[src/rtl/present_pkg.sv]
// Shared types, constants and S-box/key-schedule helpers for the PRESENT-80 cores.
package present_pkg;

  localparam int unsigned ROUNDS  = 31;
  localparam int unsigned BLOCK_W = 64;
  localparam int unsigned KEY_W   = 80;
  localparam int unsigned RC_W    = 5;

  typedef enum logic [1:0] {
    StIdle,
    StKeyExp,
    StDecrypt,
    StFinal
  } state_e;

  localparam logic [3:0] SBOX [16] = '{
    4'hC, 4'h5, 4'h6, 4'hB, 4'h9, 4'h0, 4'hA, 4'hD,
    4'h3, 4'hE, 4'hF, 4'h8, 4'h4, 4'h7, 4'h1, 4'h2
  };

  localparam logic [3:0] INV_SBOX [16] = '{
    4'h5, 4'hE, 4'hF, 4'h8, 4'hC, 4'h1, 4'h2, 4'hD,
    4'hB, 4'h4, 4'h6, 4'h3, 4'h0, 4'h7, 4'h9, 4'hA
  };

  function automatic logic [3:0] sbox4(input logic [3:0] x);
    return SBOX[x];
  endfunction

  function automatic logic [3:0] inv_sbox4(input logic [3:0] x);
    return INV_SBOX[x];
  endfunction

  // Forward schedule step: K(rc) -> K(rc+1).
  function automatic logic [KEY_W-1:0] key_update_fwd(input logic [KEY_W-1:0] k,
                                                      input logic [RC_W-1:0]  rc);
    logic [KEY_W-1:0] r;
    r          = {k[18:0], k[79:19]};
    r[79:76]   = sbox4(r[79:76]);
    r[19:15]   = r[19:15] ^ rc;
    return r;
  endfunction

  // Exact inverse of key_update_fwd for the same rc: K(rc+1) -> K(rc).
  function automatic logic [KEY_W-1:0] key_update_inv(input logic [KEY_W-1:0] k,
                                                      input logic [RC_W-1:0]  rc);
    logic [KEY_W-1:0] r;
    r          = k;
    r[19:15]   = r[19:15] ^ rc;
    r[79:76]   = inv_sbox4(r[79:76]);
    return {r[60:0], r[79:61]};
  endfunction

endpackage

[src/rtl/present_inv_permutation.sv]
// Combinational inverse of the PRESENT pLayer: out[i] = in[(16*i) mod 63], bit 63 fixed.
module present_inv_permutation
  import present_pkg::*;
(
  input  logic [BLOCK_W-1:0] data_i,
  output logic [BLOCK_W-1:0] data_o
);

  for (genvar i = 0; i < 63; i++) begin : g_bit
    assign data_o[i] = data_i[(16 * i) % 63];
  end
  assign data_o[63] = data_i[63];

endmodule

[src/rtl/present_decrypt_core.sv]
// Iterative PRESENT-80 decryption: forward key expansion to K32, then 31 inverse rounds
// walking the key schedule backwards, one round per clock.
module present_decrypt_core #(
  parameter int unsigned ROUNDS = 31,
  parameter int unsigned KEY_W  = 80
) (
  input  logic                          clk_i,
  input  logic                          rst_i,
  input  logic                          start_i,
  input  logic [KEY_W-1:0]              key_i,
  input  logic [present_pkg::BLOCK_W-1:0] data_i,
  output logic                          busy_o,
  output logic                          done_o,
  output logic [present_pkg::BLOCK_W-1:0] data_o
);

  import present_pkg::*;

  localparam logic [RC_W-1:0] RcLast = RC_W'(ROUNDS);

  state_e              fsm_q;
  logic [BLOCK_W-1:0]  blk_q;
  logic [KEY_W-1:0]    key_q;
  logic [RC_W-1:0]     rc_q;
  logic [BLOCK_W-1:0]  data_q;
  logic                done_q;
  logic                busy_q;

  logic [BLOCK_W-1:0]  round_in;
  logic [BLOCK_W-1:0]  perm_out;
  logic [BLOCK_W-1:0]  sbox_out;

  assign round_in = blk_q ^ key_q[79:16];

  present_inv_permutation u_inv_perm (
    .data_i (round_in),
    .data_o (perm_out)
  );

  for (genvar n = 0; n < BLOCK_W / 4; n++) begin : g_inv_sbox
    assign sbox_out[4*n +: 4] = inv_sbox4(perm_out[4*n +: 4]);
  end

  always_ff @(posedge clk_i or posedge rst_i) begin
    if (rst_i) begin
      fsm_q  <= StIdle;
      blk_q  <= '0;
      key_q  <= '0;
      rc_q   <= '0;
      data_q <= '0;
      done_q <= 1'b0;
      busy_q <= 1'b0;
    end else begin
      done_q <= 1'b0;
      unique case (fsm_q)
        StIdle: begin
          if (start_i) begin
            key_q  <= key_i;
            blk_q  <= data_i;
            rc_q   <= RC_W'(1);
            busy_q <= 1'b1;
            fsm_q  <= StKeyExp;
          end
        end
        StKeyExp: begin
          key_q <= key_update_fwd(key_q, rc_q);
          if (rc_q == RcLast) begin
            rc_q  <= RcLast;
            fsm_q <= StDecrypt;
          end else begin
            rc_q <= rc_q + RC_W'(1);
          end
        end
        StDecrypt: begin
          blk_q <= sbox_out;
          key_q <= key_update_inv(key_q, rc_q);
          rc_q  <= rc_q - RC_W'(1);
          if (rc_q == RC_W'(1)) begin
            fsm_q <= StFinal;
          end
        end
        StFinal: begin
          data_q <= round_in;
          done_q <= 1'b1;
          busy_q <= 1'b0;
          fsm_q  <= StIdle;
        end
        default: fsm_q <= StIdle;
      endcase
    end
  end

  assign busy_o = busy_q;
  assign done_o = done_q;
  assign data_o = data_q;

endmodule

[config.mk]
export PLATFORM = sky130hd
export DESIGN_NAME = present_decrypt_core
export DESIGN_NICKNAME = d
export VERILOG_FILES = /design/src/rtl/present_pkg.sv /design/src/rtl/present_inv_permutation.sv /design/src/rtl/present_decrypt_core.sv
export SDC_FILE = /design/constraint.sdc
export NUM_CORES = 1
export LEC_CHECK = 0
export CORE_MARGIN = 2
export CORE_UTILIZATION = 40
export DETAILED_ROUTE_END_ITERATION = 7
export HOLD_SLACK_MARGIN = 0.12
export SYNTH_ARGS = -nofsm -noshare
export SYNTH_HDL_FRONTEND = slang
export SYNTH_SLANG_ARGS = --single-unit
[constraint.sdc]
create_clock -name clk_i -period 6.7 [get_ports clk_i]
set_input_delay 0.67 -clock clk_i [delete_from_list [all_inputs] [get_ports clk_i]]
set_output_delay 0.67 -clock clk_i [all_outputs]
set_load 0.03 [all_outputs]
# Word level (Yosys, flattened, before mapping)
# Memories as Yosys holds them, arrays and structs flattened.
# Index checks and enable logic that the tools add are counted.
# totals
regBits	217
rom_bits	1152
in_bits	147
output_inout_bits	66
wordCells	132
n_memories	18
# mem_list
memory	words	width	rd	rd_clocked_by_memory_dff	write_ports	line	text
(no name shown)	16	4	1	0	0	present_pkg.sv:31	return INV_SBOX[x];
(no name shown)	16	4	1	0	0	present_pkg.sv:27	return SBOX[x];
(no name shown)	16	4	1	0	0	present_pkg.sv:31	
(no name shown)	16	4	1	0	0	present_pkg.sv:31	
(no name shown)	16	4	1	0	0	present_pkg.sv:31	
(no name shown)	16	4	1	0	0	present_pkg.sv:31	
+12 memories	-	-	-	-	-	-	
# op_classes
add_sub_neg	2
n_lt_le_gt_ge	18
eq_ne	8
mux	50
bitwise	21
n_reduce_logical	8
# op_table
op	n
$pmux W80 S3	1
$mux W4	36
$pmux W64 S2	1
$ge A5 B5 Y1 const B	18
$not A4 Y5	18
$mux W80	1
$mux W64	1
$xor A64 B64 Y64	1
$pmux W5 S3	1
$mux W5	2
$xor A5 B5 Y5	2
$pmux W2 S4	1
$mux W2	3
$ne A2 B2 Y1 const B	3
$reduce_and A2 Y1	3
$add A5 B1 Y5 const B	1
$eq A5 B1 Y1 const B	1
$eq A5 B5 Y1 const B	1
$sub A5 B1 Y5 const B	1
$eq A2 B2 Y1 const B	2
$reduce_bool A2 Y1	2
$reduce_and A3 Y1	1
$reduce_bool A3 Y1	1
$eq A2 B1 Y1 const B	1
other kinds (3)	4

# Depth between registers and ports, before layout
# Gate-level depths: netlist (run 1).
# depth
word_depth	6
mapped_depth	8
mapped_depth_nobuf	7

# By module
# Synthesis (run 1) repeated with hierarchy kept, for this count alone.
# hier_totals
hier_cells	1560
hier_area_um2	14914.3
# by_module_without_submodules
module	n_inst	cells_per_inst	area_per_inst_um2	seq_area_each_um2
present_decrypt_core	1	1496	14433.8	5430.2
present_inv_permutation	1	64	480.5	0.0

# Least setup slack after synthesis (run 1)
# Ideal clock, no wire load.
# synth_path
kind	reg2reg
start	reg key_q[16]
end	reg blk_q[3]
setup_time_ns	0.090
arrival_time_ns	1.916
required_ns	6.610
slack_ns	4.693
path_stages_with_launch	6
n_path_buf	1
synth_period_minus_slack_ns	2.007
cell_sequence	dfrtp_1 > xnor2_1 > ha_1 > buf_1 > mux4_2 > o221ai_1
# synth_via
elab_chain_len	6
# synth_rtl
element	line	text
start, declared	present_decrypt_core.sv:23	logic [KEY_W-1:0] key_q;
start signal, assigned	present_decrypt_core.sv:58	key_q <= key_i;
start signal, assigned	present_decrypt_core.sv:66	key_q <= key_update_fwd(key_q, rc_q);
start signal, assigned	present_decrypt_core.sv:76	key_q <= key_update_inv(key_q, rc_q);
$xor A64 B64 Y64	present_decrypt_core.sv:33	assign round_in = blk_q ^ key_q[79:16];
$not A4 Y5 (implied by the code)	present_pkg.sv:31	
$mem_v2 Z16 W4	-	
$mux W4 (implied by the code) (2 in series)	present_pkg.sv:31	
$pmux W64 S2	present_decrypt_core.sv:55	unique case (fsm_q)
end signal, assigned	present_decrypt_core.sv:59	blk_q <= data_i;
end signal, assigned	present_decrypt_core.sv:75	blk_q <= sbox_out;
end, declared	present_decrypt_core.sv:22	logic [BLOCK_W-1:0] blk_q;
# Every way passes these cells. The select of a mux whose other input is x is not followed.
# A chain may end at the register's enable or synchronous reset.

# Final worst setup path (run 1)
# layout_path
start	reg fsm_q[0]
end	reg key_q[21]
# layout_via
elab_chain_len	3
elab_cells_between_ends	7
classes_between	eq/ne: 3; mux: 1; reduce/logical: 3
# layout_rtl
element	line	text
start, declared	present_decrypt_core.sv:21	state_e fsm_q;
start signal, assigned	present_decrypt_core.sv:46	fsm_q <= StIdle;
start signal, assigned	present_decrypt_core.sv:62	fsm_q <= StKeyExp;
start signal, assigned	present_decrypt_core.sv:69	fsm_q <= StDecrypt;
$eq A2 B2 Y1, or another cell as far along	present_decrypt_core.sv:55	
$reduce_bool A3 Y1 (no line) / $ne A2 B2 Y1 (equally long branches)	-	
$reduce_and A2 Y1 (no line)	-	
# Parallel ways exist; a longest one is shown, timed or not.

==> results of run 1 <==
-- per-layer routing --
metal | share of wire | up-vias
met5 | 0 | -
met2 | 0.45 | 521
met1 | 0.46 | 6344
li1 | - | 5951
met3 | 0.072 | 59
met4 | 0.019 | 0
-- per-stage QoR --
step                std cells  cell area, um^2
floorplan                1579            14860
global placement         2165            17280
detailed placement       2165            17280
CTS                      2213            18190
global route             2213            18190
finish                   2213            18190
-- cell type report --
| type | instances | area share |
|---|---|---|
| multi-input combinational | 1168 | 0.4776 |
| sequential | 217 | 0.2985 |
| timing repair buffer | 231 | 0.1245 |
| clock buffer | 35 | 0.04147 |
| tap | 468 | 0.03219 |
| inverter | 81 | 0.01713 |
| clock inverter | 13 | 0.008598 |
-- flip-flops by register name, indices dropped and copies added, names as in the netlist --
register,flops
done_o,1
blk_q,64
busy_o,1
fsm_q,2
data_o,64
rc_q,5
key_q,80
-- cell usage in the layout (no fill, tap or decap), types with 3 or more instances in the layout --
master / count
bufinv_16: 3
inv_1: 78
ha_1: 112
o211ai_1: 17
xnor2_1: 51
clkinv_2: 7
and2_1: 3
nand3_1: 3
clkbuf_8: 7
xnor2_2: 8
clkbuf_16: 26
a221o_1: 3
a221oi_1: 79
dfrtp_1: 217
nor3_1: 9
a31oi_1: 35
o221ai_1: 44
buf_4: 19
mux2i_1: 59
o22ai_1: 18
a21oi_1: 93
mux2_2: 13
mux4_2: 21
xor2_1: 28
o21ai_0: 18
nor2b_1: 50
nor2_1: 216
mux4_1: 4
a211o_1: 7
o31ai_1: 73
o22a_1: 7
nand2_1: 145
xor2_2: 12
clkdlybuf4s50_1: 212
a211oi_1: 10
-- critical path: cells and delay by family (launching register included) --
kind                     cells  cell delay, ns
flip-flops                   1            0.44
adder cells (fa/ha/maj)      1            0.19
AO/OA/AOI/OAI                1            0.07
AND/OR/NAND/NOR              3            1.61
buffers and inverters        3            1.42
-- logic make-up after synthesis --
group | Yosys count | share of synthesized area
AND/OR/NAND/NOR | 437 | 0.1224
AO/OA/AOI/OAI | 417 | 0.2009
flip-flops | 217 | 0.3654
buffers and inverters | 194 | 0.05296
adder cells (fa/ha/maj) | 116 | 0.09767
XOR/XNOR | 101 | 0.07216
multiplexers | 97 | 0.08849
-- how the worst min path moves through the flow --
stage | start | endpoint | cells after the start
floorplan | key_q[14] | key_q[14] | 2
global placement | busy_o | busy_o | 2
detailed placement | key_q[6] | key_q[6] | 2
CTS | busy_o | busy_o | 2
global route | data_o[52] | data_o[52] | 2
finish | data_o[33] | data_o[33] | 2
==> reports/qor_table.md, run 1 <==
| Stage | Result | This run |
| --- | --- | --- |
| floorplan | Chip Height | 196.7 um |
| critical path | Peak per-stage delay on the critical path | 0.99 ns |
| critical path | R2R setup slack | 2.79 ns |
| floorplan | Area of the die | 0.03871 mm^2 |
| route | Final antenna-violating net count | 0 |
| synthesis | Cell type contributing the most total cell area after synthesis | dfrtp_1 |
| placed design | Count of buffers inserted at the top-level ports | 212 |
| layout | Area of the multi-input gates | 0.008688 mm^2 |
| route | Vias per cell | 5.818 |
| synthesis | Mean Syn Cell Area | 9.411 um^2 |
| timing | Clock period minus final worst setup slack | 3.909 ns |
| layout | Fill cell instance count of the final layout | 3,432 |
| synthesis | Post-synth top flop | dfrtp_1 |
| critical path | Cells along the critical path | inv_1 > ha_2 > buf_4 > nand2b_1 > nand2_4 > buf_4 > nand2_1 > o31ai_1 |
| route | Residual DRC count | 0 |
| synthesis | Fraction of the yosys area taken by sequential cells | 0.3654 |
| cts | Count of instances resized after the clock tree is built | 0 |
| synthesis | Syn nets | 1,842 |
| cts | CTS Root Cell | clkbuf_16 |
| critical path | Critical Path Sink | key_q[21] |
| floorplan | Rows | 70 |
| global routing | Total Routing Usage GR | 0.2541 |
| layout | Fraction of layout cells with a size suffix above 1 | 0.07507 |
| route | Number of detailed-route iterations in the first pass | 6 |
| placed design | Pre-CTS setup slack | 2.879 ns |
| timing | Hold violation count in the final report | 0 |
| timing | Unrepaired setup endpoints after global routing | false |
| layout | Antenna Diode Count | 0 |
| critical path | Kind of start point of the critical path | flop |
| cts | Worst-skew pair later-pin latency | 0.56 ns |
| route | Wire length per cell after detailed routing | 22.67 um |
| cts | Sinks on the clock net | 217 |
| cts | Clock buffer count from CTS | 26 |
| synthesis | Yosys Warn Count | 0 |
| global routing | Met3 usage in global routing | 0.03166 |
| synthesis | Proportion of register bits with asynchronous set or reset after synthesis | 1.000 |
| cts | Post-CTS clock slew at the launch and capture registers of the worst setup and hold paths | 0.07 ns |
| global routing | Via count of the first global-routing pass | 12,120 |
| cts | Post-CTS setup repair buffer count | 0 |
| critical path | Cell with the largest stage delay on the worst path | nand2_4 |
| critical path | Worst-path fanout max | 121 |
| critical path | Kind of end point of the critical path | flop |
| cts | Hold buffer count at cts | 0 |
| synthesis | Synth top area share | 0.3654 |
| floorplan | Overall die width | 196.7 um |
| layout | Share of the core filled with cells | 0.4969 |
| placed design | Detail Placement HPWL | 36,340 um |
| route | Total number of vias | 12,880 |
| critical path | Type of the worst setup path | flop to flop |
| global routing | Number of antenna violations at the first check in global routing | 0 |
| timing | Normalized max-slew margin | 0.2112 |
| floorplan | Initial core utilization | 0.4059 |
| layout | Area of all sequential standard cells | 0.005430 mm^2 |
| run | Count of max-cap constraint violations | 0 |
| critical path | Arrival @ worst endpoint | 4.38 ns |
| global routing | First-pass GRT wire length | 75,160 um |
| timing | Final setup vio count | 0 |
| synthesis | Largest cells by area after synthesis | dfrtp_1 (37%), ha_1 (9.8%), nor2_1 (5.5%) |
| timing | Summed negative setup slack over all endpoints | 0 ns |
| timing | Smallest hold slack | 0.5073 ns |
| critical path | Crit path launch | fsm_q[0] |
| synthesis | Syn Std Cell Area | 0.01486 mm^2 |
| floorplan | Placeable core area | 0.03661 mm^2 |
| critical path | Start of the worst register-to-register path | fsm_q[0] |
| critical path | Critical Path Most Common Cell | buf_4 |
| critical path | Worst reg2reg path depth | 8 |
| placed design | Placer's final routability congestion estimate | 0.9022 |
| synthesis | Count of flip-flops with a built-in enable after synthesis | 0 |
| cts | Number of levels the H-tree was split into | 1 |
| synthesis | Commonest cells in the synthesized netlist | dfrtp_1 (217), nor2_1 (216), nand2_1 (146) |
| outcome | Result of the run | completed |
| critical path | Worst reg2reg endpoint | key_q[21] |
| global routing | Leftover overflow at the end of global routing | 0 |
| cts | TritonCTS clock tree | yes |
| synthesis | Most common cell in the synthesized netlist | dfrtp_1 |
| synthesis | Distinct cell type count after synthesis | 57 |
| route | Total Routed Length | 50,170 um |
| global routing | Met2 Track Usage GR | 0.3913 |
| timing | Clock tree skew after final layout | 0.02980 ns |
| timing | Highest clock rate | 0.2558 GHz |
| hold path | Path category of the worst min-delay check | flop to flop |
| floorplan | I/O Pins | 213 |
| synthesis | Count of state elements after synthesis | 217 |
| synthesis | Cells after synthesis | 1,579 |
| critical path | Data required time at the worst endpoint | 7.17 ns |
| timing | Max-slew violations | 0 |
| global routing | Largest net degree at the start of global routing | 122 |
| global routing | Met1 global-route usage | 0.3830 |
| timing | Worst Max-Slew Pin Slew | 1.183 ns |
| global routing | Global route hottest layer | met2 |
| route | Detailed router's first-iteration violation count | 1,286 |
| timing | Final critical-path share of the clock period | 0.5834 |
| layout | Net total in the final layout | 1,988 |
| layout | Growth of design area from synthesis to finish | 22.41% |
| cts | Maximum buffer depth of the clock tree | 3 |
| timing | Minimum setup slack in the final design | 2.791 ns |
Power of run 1 is not shown: default switching activity piles up to over one toggle a cycle in this logic, so the estimate is an artifact.
==> run 2: changes to the inputs <==
==> constraint.sdc (replaced) <==
create_clock -name clk_i -period 3.45 [get_ports clk_i]
set_input_delay 0.345 -clock clk_i [delete_from_list [all_inputs] [get_ports clk_i]]
set_output_delay 0.345 -clock clk_i [all_outputs]
set_load 0.03 [all_outputs]
==> reports/qor_table.md, run 2 (synthesized netlist as in run 1, its figures left out) <==
| Stage | Result | This run | Delta |
| --- | --- | --- | --- |
| cts | Clock buffer count from CTS | 27 | +3.8% |
| layout | Commonest cells after routing, fill and taps aside | dfrtp_1 (217), nor2_1 (216), clkdlybuf4s50_1 (212), nand2_1 (145), ha_1 (112) |  |
| global routing | Via count of the first global-routing pass | 12,220 | +0.78% |
| floorplan | Rows | 70 | unchanged |
| route | Final antenna-violating net count | 0 | unchanged |
| layout | Top reg by flops | key_q |  |
| critical path | Data required time at the worst endpoint | 3.85 ns | -3.32 ns |
| route | Total number of vias | 12,870 | -0.016% |
| critical path | Crit path launch | fsm_q[0] |  |
| placed design | Count of buffers inserted at the top-level ports | 212 | unchanged |
| timing | Clock tree skew after final layout | 0.01117 ns | -0.01862 ns |
| timing | Final setup vio count | 0 | unchanged |
| cts | Number of levels the H-tree was split into | 1 | unchanged |
| floorplan | Overall die width | 196.7 um | unchanged |
| timing | Unrepaired setup endpoints after global routing | false |  |
| critical path | Start of the worst register-to-register path | fsm_q[0] |  |
| layout | Growth of design area from synthesis to finish | 23.95% |  |
| global routing | Leftover overflow at the end of global routing | 0 | unchanged |
| cts | Worst-skew pair later-pin latency | 0.55 ns | about the same |
| outcome | Result of the run | completed |  |
| hold path | Path category of the worst min-delay check | input port to async pin |  |
| timing | Summed negative setup slack over all endpoints | 0 ns | unchanged |
| global routing | Total Routing Usage GR | 0.2538 | -0.0002679 |
| run | Count of max-cap constraint violations | 0 | unchanged |
| cts | Count of instances resized after the clock tree is built | 0 | unchanged |
| global routing | Largest net degree at the start of global routing | 123 | +0.82% |
| critical path | Arrival @ worst endpoint | 3.19 ns | -1.19 ns |
| route | Number of detailed-route iterations in the first pass | 6 | unchanged |
| route | Wire length per cell after detailed routing | 22.48 um | -0.85% |
| cts | Sinks on the clock net | 217 | unchanged |
| route | Total Routed Length | 50,060 um | -0.22% |
| route | Vias per cell | 5.780 | -0.64% |
| floorplan | Initial core utilization | 0.4059 | unchanged |
| layout | Fraction of layout cells with a size suffix above 1 | 0.08300 | +0.007930 |
| critical path | Worst reg2reg path depth | 7 | -1 |
| critical path | Worst-path fanout max | 34 | -72% |
| floorplan | I/O Pins | 213 | unchanged |
| floorplan | Chip Height | 196.7 um | unchanged |
| cts | TritonCTS clock tree | yes |  |
| critical path | Type of the worst setup path | flop to flop |  |
| critical path | Kind of start point of the critical path | flop |  |
| route | Detailed router's first-iteration violation count | 1,495 | +16% |
| cts | Post-CTS clock slew at the launch and capture registers of the worst setup and hold paths | 0.06 ns | about the same |
| critical path | Worst reg2reg endpoint | blk_q[10] |  |
| cts | Hold buffer count at cts | 0 | unchanged |
| timing | Highest clock rate | 0.3589 GHz | +40% |
| timing | Final critical-path share of the clock period | 0.8076 | +0.2242 |
| timing | Worst Max-Slew Pin Slew | 0.8948 ns | -0.2884 ns |
| critical path | Critical Path Sink | blk_q[10] |  |
| cts | Maximum buffer depth of the clock tree | 3 | unchanged |
| layout | Antenna Diode Count | 0 | unchanged |
| critical path | Kind of end point of the critical path | flop |  |
| timing | Normalized max-slew margin | 0.3992 | +0.1880 |
| route | Residual DRC count | 0 | unchanged |
| timing | Hold violation count in the final report | 0 | unchanged |
| cts | CTS Root Cell | clkbuf_16 |  |
| layout | Net total in the final layout | 2,003 | +0.75% |
| floorplan | Placeable core area | 0.03661 mm^2 | unchanged |
| global routing | First-pass GRT wire length | 74,730 um | -0.57% |
| layout | Most frequent standard cell in the layout excluding fill and tap cells | dfrtp_1 |  |
| placed design | Placer's final routability congestion estimate | 0.8647 | -4.2% |
| placed design | Detail Placement HPWL | 36,690 um | +0.97% |
| layout | Number of flip-flops in the largest register | 80 | unchanged |
| timing | Max-slew violations | 0 | unchanged |
| global routing | Number of antenna violations at the first check in global routing | 0 | unchanged |
| floorplan | Area of the die | 0.03871 mm^2 | unchanged |
| critical path | R2R setup slack | 0.66 ns | -2.13 ns |
| timing | Clock period minus final worst setup slack | 2.786 ns | -1.123 ns |
| cts | Post-CTS setup repair buffer count | 0 | unchanged |
## run 2: final cells by class
type | instances | area (um^2)
fill | 3427 | 18190
tap | 468 | 585.6
inverter | 81 | 307.8
clock inverter | 13 | 148.9
sequential | 217 | 5430
timing repair buffer | 245 | 2482
clock buffer | 35 | 775.7
multi-input combinational | 1168 | 8688
## run 2: routing by layer
metal,share of wire,GRT usage,routed length [um]
met5,0,0,0
met4,0.026,0.06850,1278
met3,0.081,0.03850,4043
met2,0.44,0.3863,22120
met1,0.45,0.3759,22620
## run 2: stage by stage
stage	hold WS, ns	util	worst slack (ns)	area, um^2	std cells
2_1_floorplan	0.4706	-	0.2789	14860	1579
3_3_place_gp	0.4867	0.4779	0.7745	17490	2179
3_5_place_dp	0.4913	0.4779	0.6900	17490	2179
4_1_cts	0.3654	0.5031	0.7043	18420	2227
5_1_grt	0.3958	0.5031	0.4853	18420	2227
6_report	0.3338	0.5031	0.6636	18420	2227
## run 2: critical path, cell delays in order, from the launching register on
cell      delay [ns]
dfrtp_1         0.44
inv_1           0.17
ha_2            0.53
nand2b_1        0.28
nand2_1         0.32
buf_4           0.27
buf_4           0.41
o221ai_1        0.20
## run 2: how the worst min path moves through the flow
stage                   start    endpoint  cells past startpoint
detailed placement  key_q[11]   key_q[11]                      2
finish                  rst_i  data_o[44]                      2
global placement    key_q[12]   key_q[12]                      2
global route            rst_i  data_o[44]                      2
floorplan           key_q[14]   key_q[14]                      2
CTS                     rst_i  data_o[44]                      2
Power of run 2 is left out for the same reason.
==> run 3: changes to the inputs <==
==> constraint.sdc (replaced) <==
create_clock -name clk_i -period 2.7 [get_ports clk_i]
set_input_delay 0.27 -clock clk_i [delete_from_list [all_inputs] [get_ports clk_i]]
set_output_delay 0.27 -clock clk_i [all_outputs]
set_load 0.03 [all_outputs]
==> reports/qor_table.md, run 3 (synthesized netlist as in run 1, its figures left out) <==
| Stage | Result | This run | Delta |
| --- | --- | --- | --- |
| outcome | Result of the run | completed |  |
| critical path | Data required time at the worst endpoint | 3.11 ns | -0.74 ns |
| cts | CTS Root Cell | clkbuf_16 |  |
| timing | Max-slew violations | 0 | unchanged |
| layout | Fill cell instance count of the final layout | 3,403 | -0.70% |
| timing | Worst Max-Slew Pin Slew | 0.8119 ns | -0.08282 ns |
| cts | Hold buffer count at cts | 0 | unchanged |
| timing | Hold violation count in the final report | 0 | unchanged |
| cts | Post-CTS clock slew at the launch and capture registers of the worst setup and hold paths | 0.06 ns | about the same |
| placed design | Detail Placement HPWL | 37,420 um | +2.0% |
| timing | Final critical-path share of the clock period | 0.8553 | +0.04768 |
| critical path | Arrival @ worst endpoint | 2.72 ns | -0.47 ns |
| critical path | Worst reg2reg path depth | 5 | -2 |
| floorplan | Overall die width | 196.7 um | unchanged |
| hold path | Path category of the worst min-delay check | input port to async pin |  |
| global routing | Total Routing Usage GR | 0.2584 | +0.004569 |
| layout | Area of all sequential standard cells | 0.005430 mm^2 | unchanged |
| floorplan | Initial core utilization | 0.4059 | unchanged |
| layout | Most frequent standard cell in the layout excluding fill and tap cells | dfrtp_1 |  |
| route | Detailed router's first-iteration violation count | 1,381 | -7.6% |
| cts | Sinks on the clock net | 217 | unchanged |
| timing | Highest clock rate | 0.4330 GHz | +21% |
| layout | Growth of design area from synthesis to finish | 25.23% |  |
| timing | Smallest hold slack | 0.1276 ns | -0.2062 ns |
| timing | Final setup vio count | 0 | unchanged |
| route | Number of detailed-route iterations in the first pass | 8 | +2 |
| cts | Worst-skew pair later-pin latency | 0.54 ns | about the same |
| critical path | Kind of end point of the critical path | flop |  |
| critical path | Type of the worst setup path | flop to flop |  |
| timing | Normalized max-slew margin | 0.4587 | +0.05950 |
| timing | Summed negative setup slack over all endpoints | 0 ns | unchanged |
| global routing | Via count of the first global-routing pass | 12,490 | +2.2% |
| global routing | Leftover overflow at the end of global routing | 0 | unchanged |
| timing | Clock period minus final worst setup slack | 2.309 ns | -0.4770 ns |
| critical path | Kind of start point of the critical path | flop |  |
| layout | Area of the multi-input gates | 0.008688 mm^2 | unchanged |
| placed design | Count of buffers inserted at the top-level ports | 212 | unchanged |
| global routing | Largest net degree at the start of global routing | 85 | -31% |
| cts | Count of instances resized after the clock tree is built | 0 | unchanged |
| route | Vias per cell | 5.810 | +0.51% |
| route | Final antenna-violating net count | 0 | unchanged |
| timing | Unrepaired setup endpoints after global routing | false |  |
| layout | Number of flip-flops in the largest register | 80 | unchanged |
| route | Total number of vias | 13,110 | +1.8% |
| placed design | Placer's final routability congestion estimate | 0.8884 | +2.7% |
| floorplan | Rows | 70 | unchanged |
| critical path | R2R setup slack | 0.39 ns | -0.27 ns |
| timing | Minimum setup slack in the final design | 0.3906 ns | -0.2730 ns |
| floorplan | I/O Pins | 213 | unchanged |
| floorplan | Placeable core area | 0.03661 mm^2 | unchanged |
| floorplan | Area of the die | 0.03871 mm^2 | unchanged |
| layout | Net total in the final layout | 2,032 | +1.4% |
| placed design | Pre-CTS setup slack | 0.4224 ns | -0.2676 ns |
| cts | Post-CTS setup repair buffer count | 0 | unchanged |
| cts | Clock buffer count from CTS | 26 | -3.7% |
| cts | Number of levels the H-tree was split into | 1 | unchanged |
| layout | Commonest cells after routing, fill and taps aside | dfrtp_1 (217), nor2_1 (216), clkdlybuf4s50_1 (212), nand2_1 (145), ha_1 (112) |  |
| timing | Clock tree skew after final layout | 0.009581 ns | -0.001591 ns |
| route | Total Routed Length | 50,420 um | +0.73% |
| route | Residual DRC count | 0 | unchanged |
| floorplan | Chip Height | 196.7 um | unchanged |
| cts | Maximum buffer depth of the clock tree | 3 | unchanged |
| cts | TritonCTS clock tree | yes |  |
| global routing | First-pass GRT wire length | 76,490 um | +2.4% |
| run | Count of max-cap constraint violations | 0 | unchanged |
| critical path | Worst-path fanout max | 8 | -76% |
| global routing | Number of antenna violations at the first check in global routing | 1 | +1 |
| route | Wire length per cell after detailed routing | 22.35 um | -0.56% |
| layout | Fraction of layout cells with a size suffix above 1 | 0.09681 | +0.01381 |
| layout | Top reg by flops | key_q |  |
-- run 3: changes by cell type in the layout (fill, tap and decap cells not counted), sizes merged --
cell,change
buf,+30
clkbuf,-2
inv,-1
diode,+1
clkinv,+1
-- run 3: stage by stage --
| step | util | instance area [um^2] | cells |
|---|---|---|---|
| 2_1_floorplan | - | 14860 | 1579 |
| 3_5_place_dp | 0.4840 | 17720 | 2209 |
| 3_3_place_gp | 0.4840 | 17720 | 2209 |
| 4_1_cts | 0.5082 | 18610 | 2255 |
| 6_report | 0.5083 | 18610 | 2256 |
| 5_1_grt | 0.5083 | 18610 | 2256 |
-- run 3: metal layers --
| metal | wire length (um) | GRT usage |
|---|---|---|
| met4 | 1100 | 0.06433 |
| met5 | 0 | 0 |
| met3 | 3834 | 0.03645 |
| met2 | 22620 | 0.3963 |
| met1 | 22870 | 0.3839 |
-- run 3: area by class of cell --
class	instances	area share
Multi-Input combinational cell	1168	0.4669
Sequential cell	217	0.2918
Timing Repair Buffer	275	0.1455
Clock buffer	33	0.03967
Tap cell	468	0.03147
Inverter	81	0.01654
Clock inverter	13	0.008001
Antenna cell	1	0.0001345
-- run 3: final timing paths --
check,endpoint,start
min in group clk_i,key_q[31],key_i[31]
worst max register to register,key_q[16],key_q[76]
worst min-delay path,data_o[60],rst_i
worst max-delay path,key_q[16],key_q[76]
max in group asynchronous,key_q[9],rst_i
worst min register to register,data_o[33],data_o[33]
-- run 3: critical path: stages (launching register included) --
cell      delay, ns
dfrtp_1        0.59
inv_1          0.18
ha_1           0.41
mux4_2         0.49
a221oi_1       0.42
a211oi_1       0.10
Power of run 3 is left out for the same reason.
